<file path="config.mk">
export PLATFORM = sky130hd
export DESIGN_NAME = frame_ingress_writer_flat
export DESIGN_NICKNAME = d
export VERILOG_FILES = /design/src/rtl/frame_ingress_writer_pkg.sv /design/src/rtl/frame_ingress_writer_if.sv /design/src/rtl/frame_ingress_writer_filter.sv /design/src/rtl/frame_ingress_writer.sv /design/src/flat_wrapper.sv
export SDC_FILE = /design/constraint.sdc
export NUM_CORES = 1
export LEC_CHECK = 0
export ABC_AREA = 1
export BUFFER_PORTS_ARGS = -buffer_cell sky130_fd_sc_hd__buf_2
export CORE_MARGIN = 1
export CORE_UTILIZATION = 46
export CTS_CLUSTER_DIAMETER = 30
export CTS_CLUSTER_SIZE = 14
export DETAILED_ROUTE_END_ITERATION = 12
export GPL_TIMING_DRIVEN = 0
export PLACE_DENSITY_LB_ADDON = 0.1
export RECOVER_POWER = 25
export SYNTH_ARGS = -nofsm -noshare
export SYNTH_HDL_FRONTEND = slang
export SYNTH_SLANG_ARGS = --single-unit
</file>
<file path="constraint.sdc">
create_clock -name clk -period 3.95 [get_ports clk]
set_input_delay 0.395 -clock clk [delete_from_list [all_inputs] [get_ports clk]]
set_output_delay 0.395 -clock clk [all_outputs]
set_load 0.005 [all_outputs]
</file>
<file path="src/rtl/frame_ingress_writer_pkg.sv">
// Shared types and constants for the frame ingress writer: sideband entry
// layout, FSM state encoding and the AXI-stream source/sink bundles.
package frame_ingress_writer_pkg;
  localparam int DATA_W       = 16;
  localparam int SB_W         = 20;
  localparam int SB_VALID_BIT = 0;
  localparam int SB_TRUNC_BIT = 1;
  localparam int SB_PTR_LSB   = 2;

  typedef enum logic [2:0] {
    S_IDLE, S_RECV, S_DISCARD, S_REWIND, S_COMMIT
  } state_e;

  typedef struct packed {
    logic              tvalid;
    logic [DATA_W-1:0] tdata;
    logic              tlast;
  } axis_d_source_t;

  typedef struct packed {
    logic tready;
  } axis_d_sink_t;
endpackage

</file>
<file path="src/rtl/frame_ingress_writer_if.sv">
// Ingress AXI-stream port: source bundle flows downstream, sink bundle
// carries tready back upstream.
interface frame_ingress_writer_if;
  import frame_ingress_writer_pkg::*;
  axis_d_source_t source;
  axis_d_sink_t   sink;
  modport master (output source, input sink);
  modport slave  (input source, output sink);
endinterface

</file>
<file path="src/rtl/frame_ingress_writer_filter.sv">
// ingress_header_filter: tests one header word of each frame against a
// masked value and counts dropped frames (saturating at 0xFFFF).
module ingress_header_filter
  import frame_ingress_writer_pkg::*;
#(
  parameter int CW              = 4,
  parameter int FILTER_WORD_IDX = 6
) (
  input  logic              clk,
  input  logic              reset,
  input  logic              hs_i,
  input  logic [CW-1:0]     idx_i,
  input  logic [DATA_W-1:0] tdata_i,
  input  logic [DATA_W-1:0] filter_value_i,
  input  logic [DATA_W-1:0] filter_mask_i,
  input  logic              drop_on_match_i,
  input  logic              rewind_i,
  output logic              drop_o,
  output logic [15:0]       drop_count_o
);
  logic        match;
  logic [15:0] cnt_q, cnt_d;

  assign match  = ((tdata_i ^ filter_value_i) & filter_mask_i) == '0;
  assign drop_o = hs_i & (idx_i == CW'(FILTER_WORD_IDX)) & (match == drop_on_match_i);

  // One count per rewind, held once it reaches all-ones.
  always_comb begin
    cnt_d = cnt_q;
    if (rewind_i && cnt_q != 16'hFFFF) cnt_d = cnt_q + 16'd1;
  end

  // Drop counter register.
  always_ff @(posedge clk or negedge reset)
    if (!reset) cnt_q <= '0;
    else        cnt_q <= cnt_d;

  assign drop_count_o = cnt_q;
endmodule

</file>
<file path="src/rtl/frame_ingress_writer.sv">
// Frame ingress writer: streams AXI words into the frame buffer, commits a
// sideband end-pointer entry per frame and optionally drops frames on a
// header-word match. Optional feature macro: INGRESS_FILTER_EN.
module frame_ingress_writer
  import frame_ingress_writer_pkg::*;
#(
  parameter int ADDR_WIDTH      = 11,
  parameter int MAX_FRAME_WORDS = 1024,
  parameter int FILTER_WORD_IDX = 6
) (
  input  logic                  clk,
  input  logic                  reset,
  frame_ingress_writer_if.slave ingress,
  output logic [DATA_W-1:0]     frame_wdata,
  output logic                  frame_wen,
  input  logic                  frame_full,
  input  logic [ADDR_WIDTH:0]   frame_wptr,
  output logic                  frame_wrst,
  output logic [ADDR_WIDTH:0]   frame_rst_wptr,
  output logic [SB_W-1:0]       sideband_wdata,
  output logic                  sideband_wen,
  input  logic                  sideband_full,
  output logic                  scan_payload,
  input  logic [DATA_W-1:0]     filter_value,
  input  logic [DATA_W-1:0]     filter_mask,
  input  logic                  filter_drop_on_match,
  output logic [15:0]           drop_count
);
  localparam int PW = ADDR_WIDTH + 1;
  // Counter must reach the filter word index even when it exceeds the frame cap.
  localparam int CTR_MAX = (MAX_FRAME_WORDS > FILTER_WORD_IDX) ? MAX_FRAME_WORDS : FILTER_WORD_IDX + 1;
  localparam int CW = $clog2(CTR_MAX + 1);

  state_e          state_q, state_d;
  logic [CW-1:0]   word_ctr_q, word_ctr_d, idx;
  logic [PW-1:0]   start_ptr_q, start_ptr_d;
  logic            trunc_q, trunc_d, tail_q, tail_d;
  logic            tready, hs, wr_phase, wr_hs, in_range, last, drop;

  assign wr_phase = (state_q == S_IDLE) | (state_q == S_RECV);
  // tready is forced low while reset is held so upstream never handshakes.
  assign tready   = reset & ((state_q == S_DISCARD) | (wr_phase & ~frame_full));
  assign ingress.sink.tready = tready;
  assign hs       = ingress.source.tvalid & tready;
  assign wr_hs    = hs & wr_phase;
  assign last     = ingress.source.tlast;
  // Index of the word on the bus; IDLE always means word 0 of a new frame.
  assign idx      = (state_q == S_IDLE) ? '0 : word_ctr_q;
  assign in_range = idx < CW'(MAX_FRAME_WORDS);

`ifdef INGRESS_FILTER_EN
  ingress_header_filter #(.CW(CW), .FILTER_WORD_IDX(FILTER_WORD_IDX)) u_filter (
    .clk(clk), .reset(reset), .hs_i(wr_hs), .idx_i(idx),
    .tdata_i(ingress.source.tdata), .filter_value_i(filter_value),
    .filter_mask_i(filter_mask), .drop_on_match_i(filter_drop_on_match),
    .rewind_i(state_q == S_REWIND), .drop_o(drop), .drop_count_o(drop_count)
  );
`else
  logic unused_cfg;
  assign unused_cfg = ^{filter_value, filter_mask, filter_drop_on_match};
  assign drop       = 1'b0;
  assign drop_count = '0;
`endif

  // FSM state register.
  always_ff @(posedge clk or negedge reset)
    if (!reset) state_q <= S_IDLE;
    else        state_q <= state_d;

  // FSM next state.
  always_comb begin
    state_d = state_q;
    case (state_q)
      S_IDLE, S_RECV:
        if (wr_hs) begin
          if (drop)      state_d = S_REWIND;
          else if (last) state_d = S_COMMIT;
          else           state_d = S_RECV;
        end
      S_REWIND:  state_d = tail_q ? S_DISCARD : S_IDLE;
      S_DISCARD: if (hs && last) state_d = S_IDLE;
      S_COMMIT:  if (!sideband_full) state_d = S_IDLE;
      default:   state_d = S_IDLE;
    endcase
  end

  // Per-frame bookkeeping: word count, start pointer, truncation, pending tail.
  always_comb begin
    word_ctr_d  = word_ctr_q;
    start_ptr_d = start_ptr_q;
    trunc_d     = trunc_q;
    tail_d      = tail_q;
    if (wr_hs) begin
      word_ctr_d = (idx < CW'(CTR_MAX)) ? idx + 1'b1 : idx;
      trunc_d    = ((state_q == S_IDLE) ? 1'b0 : trunc_q) | ~in_range;
      tail_d     = ~last;
      if (state_q == S_IDLE) start_ptr_d = frame_wptr;
    end
  end

  // Bookkeeping registers.
  always_ff @(posedge clk or negedge reset)
    if (!reset) begin
      word_ctr_q  <= '0;
      start_ptr_q <= '0;
      trunc_q     <= 1'b0;
      tail_q      <= 1'b0;
    end else begin
      word_ctr_q  <= word_ctr_d;
      start_ptr_q <= start_ptr_d;
      trunc_q     <= trunc_d;
      tail_q      <= tail_d;
    end

  // FSM outputs: zero-cycle buffer write, rewind strobe, sideband commit.
  always_comb begin
    frame_wen      = wr_hs & in_range;
    frame_wdata    = frame_wen ? ingress.source.tdata : '0;
    frame_wrst     = state_q == S_REWIND;
    frame_rst_wptr = frame_wrst ? start_ptr_q : '0;
    sideband_wen   = (state_q == S_COMMIT) & ~sideband_full;
    sideband_wdata = '0;
    if (sideband_wen) begin
      sideband_wdata[SB_PTR_LSB +: PW] = frame_wptr;
      sideband_wdata[SB_TRUNC_BIT]     = trunc_q;
      sideband_wdata[SB_VALID_BIT]     = 1'b1;
    end
`ifdef INGRESS_FILTER_EN
    scan_payload = ((state_q == S_RECV) | (state_q == S_COMMIT)) & (word_ctr_q > CW'(FILTER_WORD_IDX));
`else
    scan_payload = (state_q == S_RECV) | (state_q == S_COMMIT);
`endif
  end
endmodule

</file>
<file path="src/flat_wrapper.sv">
// flat-port wrapper written by rule: the top's interface ports become plain ports
module frame_ingress_writer_flat import frame_ingress_writer_pkg::*;
#(
  parameter int ADDR_WIDTH      = 11,
  parameter int MAX_FRAME_WORDS = 1024,
  parameter int FILTER_WORD_IDX = 6
)
  (clk, reset, frame_wdata, frame_wen, frame_full, frame_wptr, frame_wrst, frame_rst_wptr, sideband_wdata, sideband_wen, sideband_full, scan_payload, filter_value, filter_mask, filter_drop_on_match, drop_count, ingress_source, ingress_sink);
  frame_ingress_writer_if ingress_i ();
  input  logic clk;
  input  logic reset;
  output logic [DATA_W-1:0] frame_wdata;
  output logic frame_wen;
  input  logic frame_full;
  input  logic [ADDR_WIDTH:0] frame_wptr;
  output logic frame_wrst;
  output logic [ADDR_WIDTH:0] frame_rst_wptr;
  output logic [SB_W-1:0] sideband_wdata;
  output logic sideband_wen;
  input  logic sideband_full;
  output logic scan_payload;
  input  logic [DATA_W-1:0] filter_value;
  input  logic [DATA_W-1:0] filter_mask;
  input  logic filter_drop_on_match;
  output logic [15:0] drop_count;
  input wire logic [$bits(ingress_i.source)-1:0] ingress_source;
  output wire logic [$bits(ingress_i.sink)-1:0] ingress_sink;
  assign ingress_i.source = ingress_source;
  assign ingress_sink = ingress_i.sink;
  frame_ingress_writer #(.ADDR_WIDTH(ADDR_WIDTH), .MAX_FRAME_WORDS(MAX_FRAME_WORDS), .FILTER_WORD_IDX(FILTER_WORD_IDX)) u_core (.clk(clk), .reset(reset), .ingress(ingress_i), .frame_wdata(frame_wdata), .frame_wen(frame_wen), .frame_full(frame_full), .frame_wptr(frame_wptr), .frame_wrst(frame_wrst), .frame_rst_wptr(frame_rst_wptr), .sideband_wdata(sideband_wdata), .sideband_wen(sideband_wen), .sideband_full(sideband_full), .scan_payload(scan_payload), .filter_value(filter_value), .filter_mask(filter_mask), .filter_drop_on_match(filter_drop_on_match), .drop_count(drop_count));
endmodule
</file>
=== Word-level counts from Yosys, hierarchy flattened ===
Index checks and enable logic that the tools add are counted.

* Bits in registers: 28
* Bits of input ports: 67
* Output and inout port bits: 69
* Logic and storage cells: 45

* $add $sub $neg: 1
* Order comparisons: 1
* Eq/ne operators: 7
* Muxes and demuxes: 12
* Bitwise gates (word level): 14
* Reduce and logical (&&, ||, !) cells: 5

{| class="wikitable"
|+ Operators by type and width
! cell !! number
|-
| $mux 11 || 2
|-
| $mux 16 || 1
|-
| $mux 14 || 1
|-
| $mux 12 || 1
|-
| $mux 3 || 4
|-
| $pmux 3 s4 || 1
|-
| $add 11x1->11 const B || 1
|-
| $lt 11x11->1 const B || 1
|-
| $and 1x1->1 || 6
|-
| $eq 3x2->1 const B || 2
|-
| $ne 2x2->1 const B || 2
|-
| $not 1->1 || 4
|-
| $or 1x1->1 || 4
|-
| $eq 3x1->1 const B || 1
|-
| $eq 3x3->1 const B || 1
|-
| $logic_not 3->1 || 1
|-
| $reduce_and 3->1 || 1
|-
| $mux 2 || 1
|-
| $ne 2x1->1 const B || 1
|-
| $reduce_and 2->1 || 1
|-
| $reduce_or 2->1 || 1
|-
| $logic_and 1x1->1 || 1
|-
| $mux 1 || 1
|}

=== Longest topological paths before layout ===
* Word-level depth: 9
* Gate-level depth with buffers: 10
* Gate-level depth less buffers: 10

=== Worst setup path before layout ===
Ideal clock, no wire load.

* Kind: flip-flop to output port
* Start: reg u_core.state_q[1]
* End: out frame_wdata[12]
* Data arrival time: 1.350 ns
* Data required time: 3.555 ns
* Setup slack: 2.205 ns
* Cell stages (with the launch flop): 9
* Buffers on the path: 1
* Cell sequence: dfrtp_1 > nor2_8 > nand2_4 > nand2_4 > nand4_4 > inv_4 > nand2_4 > buf_12 > nor2_2

* Longest elaborated chain between the ends: 9
* Elaborated cells between the ends (all ways): 13
* Classes of those cells: order compare: 1; eq/ne: 2; mux: 2; bitwise: 7; reduce/logical: 1

{| class="wikitable"
|+ RTL lines
! element !! RTL line !! text
|-
| from (decl) || frame_ingress_writer.sv:34 || <nowiki>state_e state_q, state_d;</nowiki>
|-
| from (signal assigned) || frame_ingress_writer.sv:68 || <nowiki>else state_q <= state_d;</nowiki>
|-
| branches (longest 7 deep; another with $lt 11x11->1) || -- ||
|-
| $and 1x1->1 (*) || frame_ingress_writer.sv:117 || <nowiki>frame_wen = wr_hs & in_range;</nowiki>
|-
| $mux 16 (*) || frame_ingress_writer.sv:118 || <nowiki>frame_wdata = frame_wen ? ingress.source.tdata : '0;</nowiki>
|-
| to (decl) || flat_wrapper.sv:12 || <nowiki>output logic [DATA_W-1:0] frame_wdata;</nowiki>
|}

Mark *: on every way between the ends.

=== Worst setup path after layout ===
* Start: in reset
* End: out frame_wdata[13]

* Longest elaborated chain between the ends: 5

{| class="wikitable"
|+ RTL lines
! element !! RTL line !! text
|-
| from (decl) || flat_wrapper.sv:11 || <nowiki>input logic reset;</nowiki>
|-
| $and 1x1->1 || frame_ingress_writer.sv:42 || <nowiki>assign tready = reset & ((state_q == S_DISCARD) | (wr_phase & ~frame_full));</nowiki>
|-
| $and 1x1->1 || frame_ingress_writer.sv:44 || <nowiki>assign hs = ingress.source.tvalid & tready;</nowiki>
|-
| $and 1x1->1 || frame_ingress_writer.sv:45 || <nowiki>assign wr_hs = hs & wr_phase;</nowiki>
|-
| $and 1x1->1 || frame_ingress_writer.sv:117 ||
|-
| $mux 16 || frame_ingress_writer.sv:118 ||
|}

No other way between the ends.

==> flow_metrics.env <==
export IMPL_worst_ep_arrival_time_ns=1.95
export IMPL_cts_inserted_buffers=3
export IMPL_place_detailed_instances=444
export IMPL_synth_commonest_cells="sky130_fd_sc_hd__inv_1 (61), sky130_fd_sc_hd__nand2_1 (55), sky130_fd_sc_hd__nor2_1 (39)"
export IMPL_finalHoldViolations=0
export IMPL_postPlaceCellArea_sq_um=2630
export IMPL_totalWireLength_microns=4200
export IMPL_path_cells="buf_2 -> nand4_4 -> inv_4 -> nand2_4 -> buf_12 -> nor2_2 -> buf_2"
export IMPL_layout_nets=464
export IMPL_final_setup_skew_ns=0.00260
export IMPL_post_layout_nonfiller_instances=448
export IMPL_grt_first_pass_wirelength_microns=7280
export IMPL_grt_start_max_net_pins=34
export IMPL_finish_stage_setup_viols=0
export IMPL_synth_compound_area_share=0.0654
export IMPL_slowest_delay_ns=0.58
export IMPL_postCtsSetupBuffers=0
export IMPL_worst_hold_slack_ns=0.181
export IMPL_hold_buffers=0
export IMPL_power_internal_w=0.000660
export IMPL_critPathSlowestCell="sky130_fd_sc_hd__buf_2"
export IMPL_rows=24
export IMPL_min_delay_path_class="in -> async"
export IMPL_critPathCaptureType="primary output"
export IMPL_synth_warnings=0
export IMPL_final_period_demand_of_the_worst_path_ns=2.34
export IMPL_num_antenna_cells=0
export IMPL_status="completed"
export IMPL_ys_flop_type="sky130_fd_sc_hd__dfrtp_1"
export IMPL_share_of_synthesized_cell_area_in_full_adder_half_adder_and_majority_cells=0
export IMPL_setup_tns_final_ns=0
export IMPL_static_leakage_power_nw=1.68
export IMPL_criticalPathCategory="in -> out"
export IMPL_synth_distinct_cells=32
export IMPL_irDropWorstVdd_uv=217
export IMPL_coreArea_sq_um=4350
export IMPL_cts_tree="yes"
export IMPL_power_share_sequential=0.405
export IMPL_power_density_cell_area_nw_per_um2=406
export IMPL_timing_max_cap_violations=0
export IMPL_cp_max_fo=33
export IMPL_ys_top_cells_by_area="sky130_fd_sc_hd__dfrtp_1 (34%), sky130_fd_sc_hd__inv_1 (11%), sky130_fd_sc_hd__nand2_1 (9.9%)"
export IMPL_ctsLongestPathBuffers=2
export IMPL_detail_route_vias_per_cell=4.39
export IMPL_drcViolationCount=0
export IMPL_synth_top_family_by_area="simple AND/OR/NAND/NOR gates"
export IMPL_max_slew_margin_vs_limit=0.497
export IMPL_power_share_combinational=0.434
export IMPL_io_buffer_count=80
export IMPL_synth_simple_area_share=0.357
export IMPL_detail_route_first_pass_iterations=4
export IMPL_ant_nets=0
export IMPL_first_iter_violations=57
export IMPL_clkSinkCount=28
export IMPL_synth_xor_area_share=0.00420
export IMPL_synth_mux_area_fraction=0
export IMPL_dp_hpwl_microns=3320
export IMPL_dieHeight_microns=69.3
export IMPL_drv_slew=0
export IMPL_area_added_between_synthesis_and_finish_pct=28.8
export IMPL_worst_ep_required_time_ns=3.56
export IMPL_post_synth_inst_count=291
export IMPL_path_common_cell="sky130_fd_sc_hd__buf_2"
export IMPL_grt_resource_usage_total=0.181
export IMPL_post_synth_edffs=0
export IMPL_path_clk_slew_ns=0.09
export IMPL_cts_root_buf="sky130_fd_sc_hd__clkbuf_8"
export IMPL_ys_seq_area_frac=0.336
export IMPL_die_width_microns=69.3
export IMPL_grt_remaining_overflow=0
export IMPL_power_clock_fraction=0.161
export IMPL_fin_total_pwr_w=0.00109
export IMPL_grt_pass1_vias=1644
export IMPL_antenna_found_initial=0
export IMPL_postLayoutCellArea_sq_um=2680
export IMPL_yosys_register_bits=28
export IMPL_crit_path_start_kind="input port"
export IMPL_htree_levels=1
export IMPL_post_synth_cell_area_avg_sq_um=7.16
export IMPL_ioPinCount=136
export IMPL_achievable_frequency_mhz=427
export IMPL_switching_share=0.394
export IMPL_num_vias=1967
export IMPL_mappedNetlistArea_sq_um=2080
export IMPL_cts_resized=0
export IMPL_worst_r2r_startpoint="u_core.state_q[1]"
export IMPL_startpoint="reset"
export IMPL_synth_top_cell_area_share=0.336
export IMPL_gp_routability_congestion=0.847
export IMPL_synth_async_reset_ratio=1.00
export IMPL_initial_core_util=0.479
export IMPL_synth_top_cell_by_area="sky130_fd_sc_hd__dfrtp_1"
export IMPL_p_switching_w=0.000429
export IMPL_synth_most_common_cell="sky130_fd_sc_hd__inv_1"
export IMPL_layout_drive_gt1_share=0.364
export IMPL_design_die_area_sq_um=4800
export IMPL_timing_final_crit_share=0.593
export IMPL_unrepaired_setup_endpoints_after_global_routing="no"
export IMPL_worst_pin_slew_ns=0.755
export IMPL_clk_insertion_delay_late_ns=0.27
export IMPL_post_drt_wl_per_cell_microns=9.37
[layout make-up]
| class | count | area, sq um |
|---|---|---|
| timing repair buffer | 80 | 400 |
| clock buffer | 4 | 55.1 |
| buffer | 31 | 245 |
| sequential | 28 | 701 |
| inverter | 65 | 246 |
| multi-input combinational | 188 | 971 |
| fill | 440 | 1670 |
| tap | 52 | 65.1 |
[worst paths after layout]
kind	to	slack (ns)	cells past startpoint
worst max-delay path	frame_wdata[13]	1.61	7
worst min-delay path	u_core.start_ptr_q[5]	0.18	1
worst max register to register	u_core.word_ctr_q[9]	2.31	9
worst min register to register	u_core.start_ptr_q[2]	0.49	2
max in group asynchronous	u_core.tail_q	3.29	1
min in group clk	u_core.start_ptr_q[7]	0.38	3
[state kept, by name (all words and copies together) (netlist names)]
name	cells
u_core.word_ctr_q	11
u_core.trunc_q	1
u_core.tail_q	1
u_core.state_q	3
u_core.start_ptr_q	12
[cell families after synthesis]
kind of cell | after synthesis
AOI/OAI and AO/OA | 25
xor gates and xnor gates | 1
buffers and inverters | 96
DFF | 28
other | 1
and+or+nand+nor | 140
[power by group through the flow]
stage / logic, W / registers, W / clock network, W
2_1_floorplan: 0.000358 / 0.000433 / 0
3_3_place_gp: 0.000468 / 0.000444 / 0
3_5_place_dp: 0.000473 / 0.000446 / 0
4_1_cts: 0.000475 / 0.000440 / 0.000183
5_1_grt: 0.000537 / 0.000456 / 0.000196
6_report: 0.000472 / 0.000441 / 0.000175
[critical path, delay by kind of cell]
kind / cells / cell delay [ns]
buf+inv: 4 / 1.02
simple gates: 3 / 0.51
[stage by stage]
stage	setup WS, ns	utilization
finish	1.61	0.616
global route	1.41	0.616
CTS	1.54	0.616
detailed placement	1.55	0.604
global placement	1.56	0.604
floorplan	2.20	-
[cell usage in the layout (no fill, tap or decap)]
cell                       count
sky130_fd_sc_hd__o21ai_1       3
sky130_fd_sc_hd__o21ai_0      18
sky130_fd_sc_hd__nor3_1        3
sky130_fd_sc_hd__buf_6         1
sky130_fd_sc_hd__nor2_2        6
sky130_fd_sc_hd__or2_2         1
sky130_fd_sc_hd__a22oi_1       1
sky130_fd_sc_hd__nand3_1      12
sky130_fd_sc_hd__nor2_1       39
sky130_fd_sc_hd__xnor2_1       1
sky130_fd_sc_hd__nand3_4       1
sky130_fd_sc_hd__buf_12        1
sky130_fd_sc_hd__nand4_4       2
sky130_fd_sc_hd__dfrtp_1      28
sky130_fd_sc_hd__nor2_4        6
sky130_fd_sc_hd__buf_2        83
sky130_fd_sc_hd__clkbuf_1      1
sky130_fd_sc_hd__inv_2         3
sky130_fd_sc_hd__nor3_2        1
sky130_fd_sc_hd__a31o_2        1
sky130_fd_sc_hd__nand2_1      55
sky130_fd_sc_hd__inv_4         1
sky130_fd_sc_hd__nand2_4       5
sky130_fd_sc_hd__buf_8         1
sky130_fd_sc_hd__conb_1       22
sky130_fd_sc_hd__inv_1        61
sky130_fd_sc_hd__nor2_8        1
sky130_fd_sc_hd__nand4_1       6
sky130_fd_sc_hd__nand3_2       2
sky130_fd_sc_hd__a21boi_0      1
sky130_fd_sc_hd__clkbuf_8      4
sky130_fd_sc_hd__buf_4        24
sky130_fd_sc_hd__o21bai_1      1
[metal layers]
layer,global-route usage,part of all wire
met1,0.239,0.44
met2,0.307,0.51
met3,0.0334,0.045
met4,0.0408,0.0050
met5,0,0
Note: power is estimated with default switching activity, not from simulation.
